===== config.mk =====
export PLATFORM = sky130hd
export DESIGN_NAME = serial_addsub
export DESIGN_NICKNAME = d
export VERILOG_FILES = /design/src/rtl/serial_addsub_pkg.sv /design/src/rtl/serial_addsub_fa_cell.sv /design/src/rtl/serial_addsub.sv
export SDC_FILE = /design/constraint.sdc
export NUM_CORES = 1
export LEC_CHECK = 0
export ABC_AREA = 1
export ABC_CLOCK_PERIOD_IN_PS = 3800
export BUFFER_PORTS_ARGS = -buffer_cell sky130_fd_sc_hd__buf_2
export CAP_MARGIN = 30
export CORE_MARGIN = 2
export CORE_UTILIZATION = 50
export CTS_BUF_LIST = sky130_fd_sc_hd__clkbuf_8
export CTS_CLUSTER_SIZE = 14
export DETAILED_ROUTE_END_ITERATION = 6
export PLACE_DENSITY = 0.69
export SYNTH_ARGS = -nofsm -noshare
export SYNTH_HDL_FRONTEND = slang
export SYNTH_SLANG_ARGS = --single-unit

===== constraint.sdc =====
create_clock -name clk -period 3.8 [get_ports clk]
set_clock_uncertainty 0.05 [all_clocks]
set_input_delay 0.57 -clock clk [delete_from_list [all_inputs] [get_ports clk]]
set_output_delay 0.57 -clock clk [all_outputs]
set_load 0.02 [all_outputs]

===== src/rtl/serial_addsub_pkg.sv =====
// Shared types and helpers for the bit-serial adder/subtractor.
package serial_addsub_pkg;

  typedef enum logic [1:0] {
    StIdle,
    StRun,
    StDone
  } state_e;

  // Width of the bit counter needed to index WIDTH bits.
  function automatic int unsigned cnt_width(input int unsigned width);
    return $clog2(width);
  endfunction

endpackage


===== src/rtl/serial_addsub_fa_cell.sv =====
// Combinational 1-bit full adder, the only arithmetic element of the datapath.
module fa_cell (
  input  logic x_i,
  input  logic y_i,
  input  logic ci_i,
  output logic s_o,
  output logic co_o
);

  // Sum and carry of a single bit position.
  always_comb begin
    s_o  = x_i ^ y_i ^ ci_i;
    co_o = (x_i & y_i) | (x_i & ci_i) | (y_i & ci_i);
  end

endmodule


===== src/rtl/serial_addsub.sv =====
// Bit-serial adder/subtractor: operands are consumed LSB-first, one bit per clock,
// through a single full-adder cell and a carry flip-flop.
module serial_addsub
  import serial_addsub_pkg::*;
#(
  parameter int unsigned WIDTH = 8
) (
  input  logic             clk,
  input  logic             rst_n,
  input  logic             start_i,
  input  logic             sub_i,
  input  logic [WIDTH-1:0] a_i,
  input  logic [WIDTH-1:0] b_i,
  output logic             busy_o,
  output logic             done_o,
  output logic [WIDTH-1:0] sum_o,
  output logic             co_o,
  output logic             ovf_o
);

  localparam int unsigned CntW = cnt_width(WIDTH);
  localparam logic [CntW-1:0] LastBit = CntW'(WIDTH - 1);

  state_e           state_q, state_d;
  logic [CntW-1:0]  cnt_q, cnt_d;
  logic [WIDTH-1:0] a_q, a_d;
  logic [WIDTH-1:0] b_q, b_d;
  logic [WIDTH-1:0] res_q, res_d;
  logic             c_q, c_d;
  logic [WIDTH-1:0] sum_q, sum_d;
  logic             co_q, co_d;
  logic             ovf_q, ovf_d;

  logic fa_s, fa_co;

  fa_cell u_fa_cell (
    .x_i  (a_q[0]),
    .y_i  (b_q[0]),
    .ci_i (c_q),
    .s_o  (fa_s),
    .co_o (fa_co)
  );

  // State, datapath and result registers; reset also discards any held result.
  always_ff @(posedge clk or negedge rst_n) begin
    if (!rst_n) begin
      state_q <= StIdle;
      cnt_q   <= '0;
      a_q     <= '0;
      b_q     <= '0;
      res_q   <= '0;
      c_q     <= 1'b0;
      sum_q   <= '0;
      co_q    <= 1'b0;
      ovf_q   <= 1'b0;
    end else begin
      state_q <= state_d;
      cnt_q   <= cnt_d;
      a_q     <= a_d;
      b_q     <= b_d;
      res_q   <= res_d;
      c_q     <= c_d;
      sum_q   <= sum_d;
      co_q    <= co_d;
      ovf_q   <= ovf_d;
    end
  end

  // Next-state: accept in IDLE/DONE, shift one bit per RUN cycle, publish on the last bit.
  always_comb begin
    state_d = state_q;
    cnt_d   = cnt_q;
    a_d     = a_q;
    b_d     = b_q;
    res_d   = res_q;
    c_d     = c_q;
    sum_d   = sum_q;
    co_d    = co_q;
    ovf_d   = ovf_q;

    unique case (state_q)
      StIdle, StDone: begin
        if (start_i) begin
          state_d = StRun;
          a_d     = a_i;
          // Subtraction is a + ~b + 1; the +1 enters through the carry flop.
          b_d     = sub_i ? ~b_i : b_i;
          c_d     = sub_i;
          cnt_d   = '0;
        end else begin
          state_d = StIdle;
        end
      end
      StRun: begin
        a_d   = a_q >> 1;
        b_d   = b_q >> 1;
        c_d   = fa_co;
        res_d = {fa_s, res_q[WIDTH-1:1]};
        cnt_d = cnt_q + 1'b1;
        if (cnt_q == LastBit) begin
          state_d = StDone;
          sum_d   = {fa_s, res_q[WIDTH-1:1]};
          co_d    = fa_co;
          // c_q is the carry into the MSB on this cycle.
          ovf_d   = c_q ^ fa_co;
        end
      end
      default: state_d = StIdle;
    endcase
  end

  // Handshake flags decode directly from the state register.
  always_comb begin
    busy_o = (state_q == StRun);
    done_o = (state_q == StDone);
    sum_o  = sum_q;
    co_o   = co_q;
    ovf_o  = ovf_q;
  end

endmodule


==> results_dict.tcl <==
set metrics [dict create \
    numCtsBuffers 5 \
    period_needed_ns 2.23 \
    netlist_area_um2 1830 \
    finalSetupTns_ns 0 \
    rsz0062_at_grt "no" \
    p_per_area_nw_per_um2 788 \
    synthArstFlopShare 1.00 \
    fmax_mhz 449 \
    critPathKind "reg2out" \
    cts.reportedPaths.clkPinSlew_ns 0.08 \
    finalHoldViolCount 0 \
    path_cells "inv_2 -> nor2_8 -> buf_2" \
    crit_required_ns 3.18 \
    placed_cell_area_um2 2000 \
    relSlewSlack 0.445 \
    placeableCoreArea_um2 3610 \
    htree_levels 2 \
    slowest_delay_ns 0.61 \
    die_area_um2 4170 \
    final_nets 279 \
    cts_setup_buffers 0 \
    dr.first_iter.drc_count 58 \
    antenna_found_initial 0 \
    netlist_instances 225 \
    clk_latency_ns 0.29 \
    io-pin-count 32 \
    total_power_mw 1.65 \
    cp.arrival_ns 1.61 \
    ant_nets 0 \
    p_leak_nw 1.18 \
    viasPerCell 4.69 \
    synth-seq-cells 39 \
    clock_path_buffers 2 \
    r2r_setup_slack_ns 2.08 \
    synth_common_cells "nand2_1, dfrtp_1, nand3_1" \
    ys_types 19 \
    postCtsHoldBufs 0 \
    max-cap-violations 0 \
    worst_slew_pin_slew_ns 0.832 \
    status "completed" \
    overflow 0 \
    netlist_top_cells_area "dfrtp_1, nand2_1, nand3_1" \
    area_growth_pct 14.0 \
    hpwl_um 2230 \
    drt_pass1_iterations 4 \
    crit_slowest_cell "dfrtp_1" \
    synth.yosys.seq_area_share 0.532 \
    die_h_um 64.6 \
    cts_resized 0 \
    grt_pass1_vias 1331 \
    synth_edf_count 0 \
    routed_wl_um 3210 \
    vdd.ir_drop.worst_mv 0.345 \
    synth_top_area_share 0.532 \
    cts.sinks 39 \
    crit_fanout 19 \
    r2r_cells 4 \
    num_rows 22 \
    layout-drive-gt1-share 0.187 \
    yosysMostFrequentCell "nand2_1" \
    r2r_start "state_q[0]" \
    routedWlPerCell_um 10.5 \
    fill_cells 358 \
    gp_congestion 0.766 \
    tritoncts "built" \
    portBuffers 31 \
    period_share 0.586 \
    hold_class "in2async" \
    cp-start-kind "register" \
    syn_avg_cell_area_um2 8.15 \
    finalMaxSlewViolations 0 \
    worstReg2RegEnd "sum_o[7]" \
    grt_usage 0.181 \
    yosysWarnings 0 \
    via_count 1429 \
    setup.worst_path.end_class "output pin" \
    design_area_um2 2090 \
    synth_largest_area_cell "dfrtp_1" \
    synth_ff_type "dfrtp_1" \
    die_w_um 64.6 \
    grt_pass1_wl_um 5800 \
    drc 0 \
    setup_viol 0 \
    n_antenna_cell 0 \
    root_buffer "clkbuf_8" \
    synth_nets 248 \
    whs_ns 0.321 \
    grt_max_degree 40 \
    start_util 0.509 \
]
==> cells in the final DEF (no fill, tap or decap), drive strengths merged <==
cell,instances
xor2,2
a21oi,1
fa,1
dfrtp,39
clkinv,1
buf,31
clkinvlp,2
ha,2
o21ai,7
nand3,37
nor2,5
inv,24
clkbuf,5
nand2,100
==> stage by stage <==
step	instances	setup WS, ns	utilization
after floorplan	225	2.29	-
after global placement	297	1.90	0.555
after detailed placement	297	1.88	0.555
after CTS	305	1.56	0.580
after global routing	305	1.44	0.580
final	305	1.57	0.580
==> logic make-up (layout without fill, tap and decap cells) <==
logic type	Yosys count	in the layout	share of synthesized area
DFF	39	39	0.532
buffers and inverters	31	63	0.0750
adders and majority gates	3	3	0.0246
AOI/OAI and AO/OA	8	8	0.0218
and+or+nand+nor	142	142	0.337
xor gates and xnor gates	2	2	0.00955
==> worst max-delay path by stage <==
| stage | startpoint | to | slack (ns) | depth (start not counted) |
|---|---|---|---|---|
| global route | state_q[0] | busy_o | 1.44 | 3 |
| floorplan | state_q[0] | done_o | 2.29 | 2 |
| global placement | state_q[0] | busy_o | 1.90 | 3 |
| CTS | state_q[0] | busy_o | 1.56 | 3 |
| finish | state_q[0] | busy_o | 1.57 | 3 |
| detailed placement | state_q[0] | busy_o | 1.88 | 3 |
==> critical path: cells and delay by family, from the launching register on <==
kind	cells	cell delay, ns
buffers and inverters	2	0.44
flip-flops	1	0.61
AND/OR/NAND/NOR	1	0.27
==> area by class of cell <==
type	count	area, um2	area share
Clock buffer	5	68.8	0.0329
Clock inverter	3	20.0	0.00958
Inverter	24	90.1	0.0431
Multi-Input combinational cell	155	721	0.345
Sequential cell	39	976	0.467
Tap cell	48	60.1	0.0287
Timing Repair Buffer	31	155	0.0742
==> routing by layer <==
layer	global-route usage	wire length [um]	vias to the layer above
li1	-	-	762
met1	0.237	1600	638
met2	0.289	1490	29
met3	0.0469	110	0
met4	0.0718	0	0
met5	0	0	-
==> flip-flops by register name, indices dropped and copies added (netlist names) <==
register  count
a_q           8
b_q           8
sum_o         8
res_q         7
cnt_q         3
state_q       2
c_q           1
co_o          1
ovf_o         1
==> where the power goes <==
| part | internal [mW] | switching [mW] |
|---|---|---|
| registers | 0.604 | 0.125 |
| clock network | 0.128 | 0.142 |
| logic | 0.236 | 0.414 |
| total | 0.967 | 0.681 |
No activity file was read; power rests on OpenSTA's default activity.
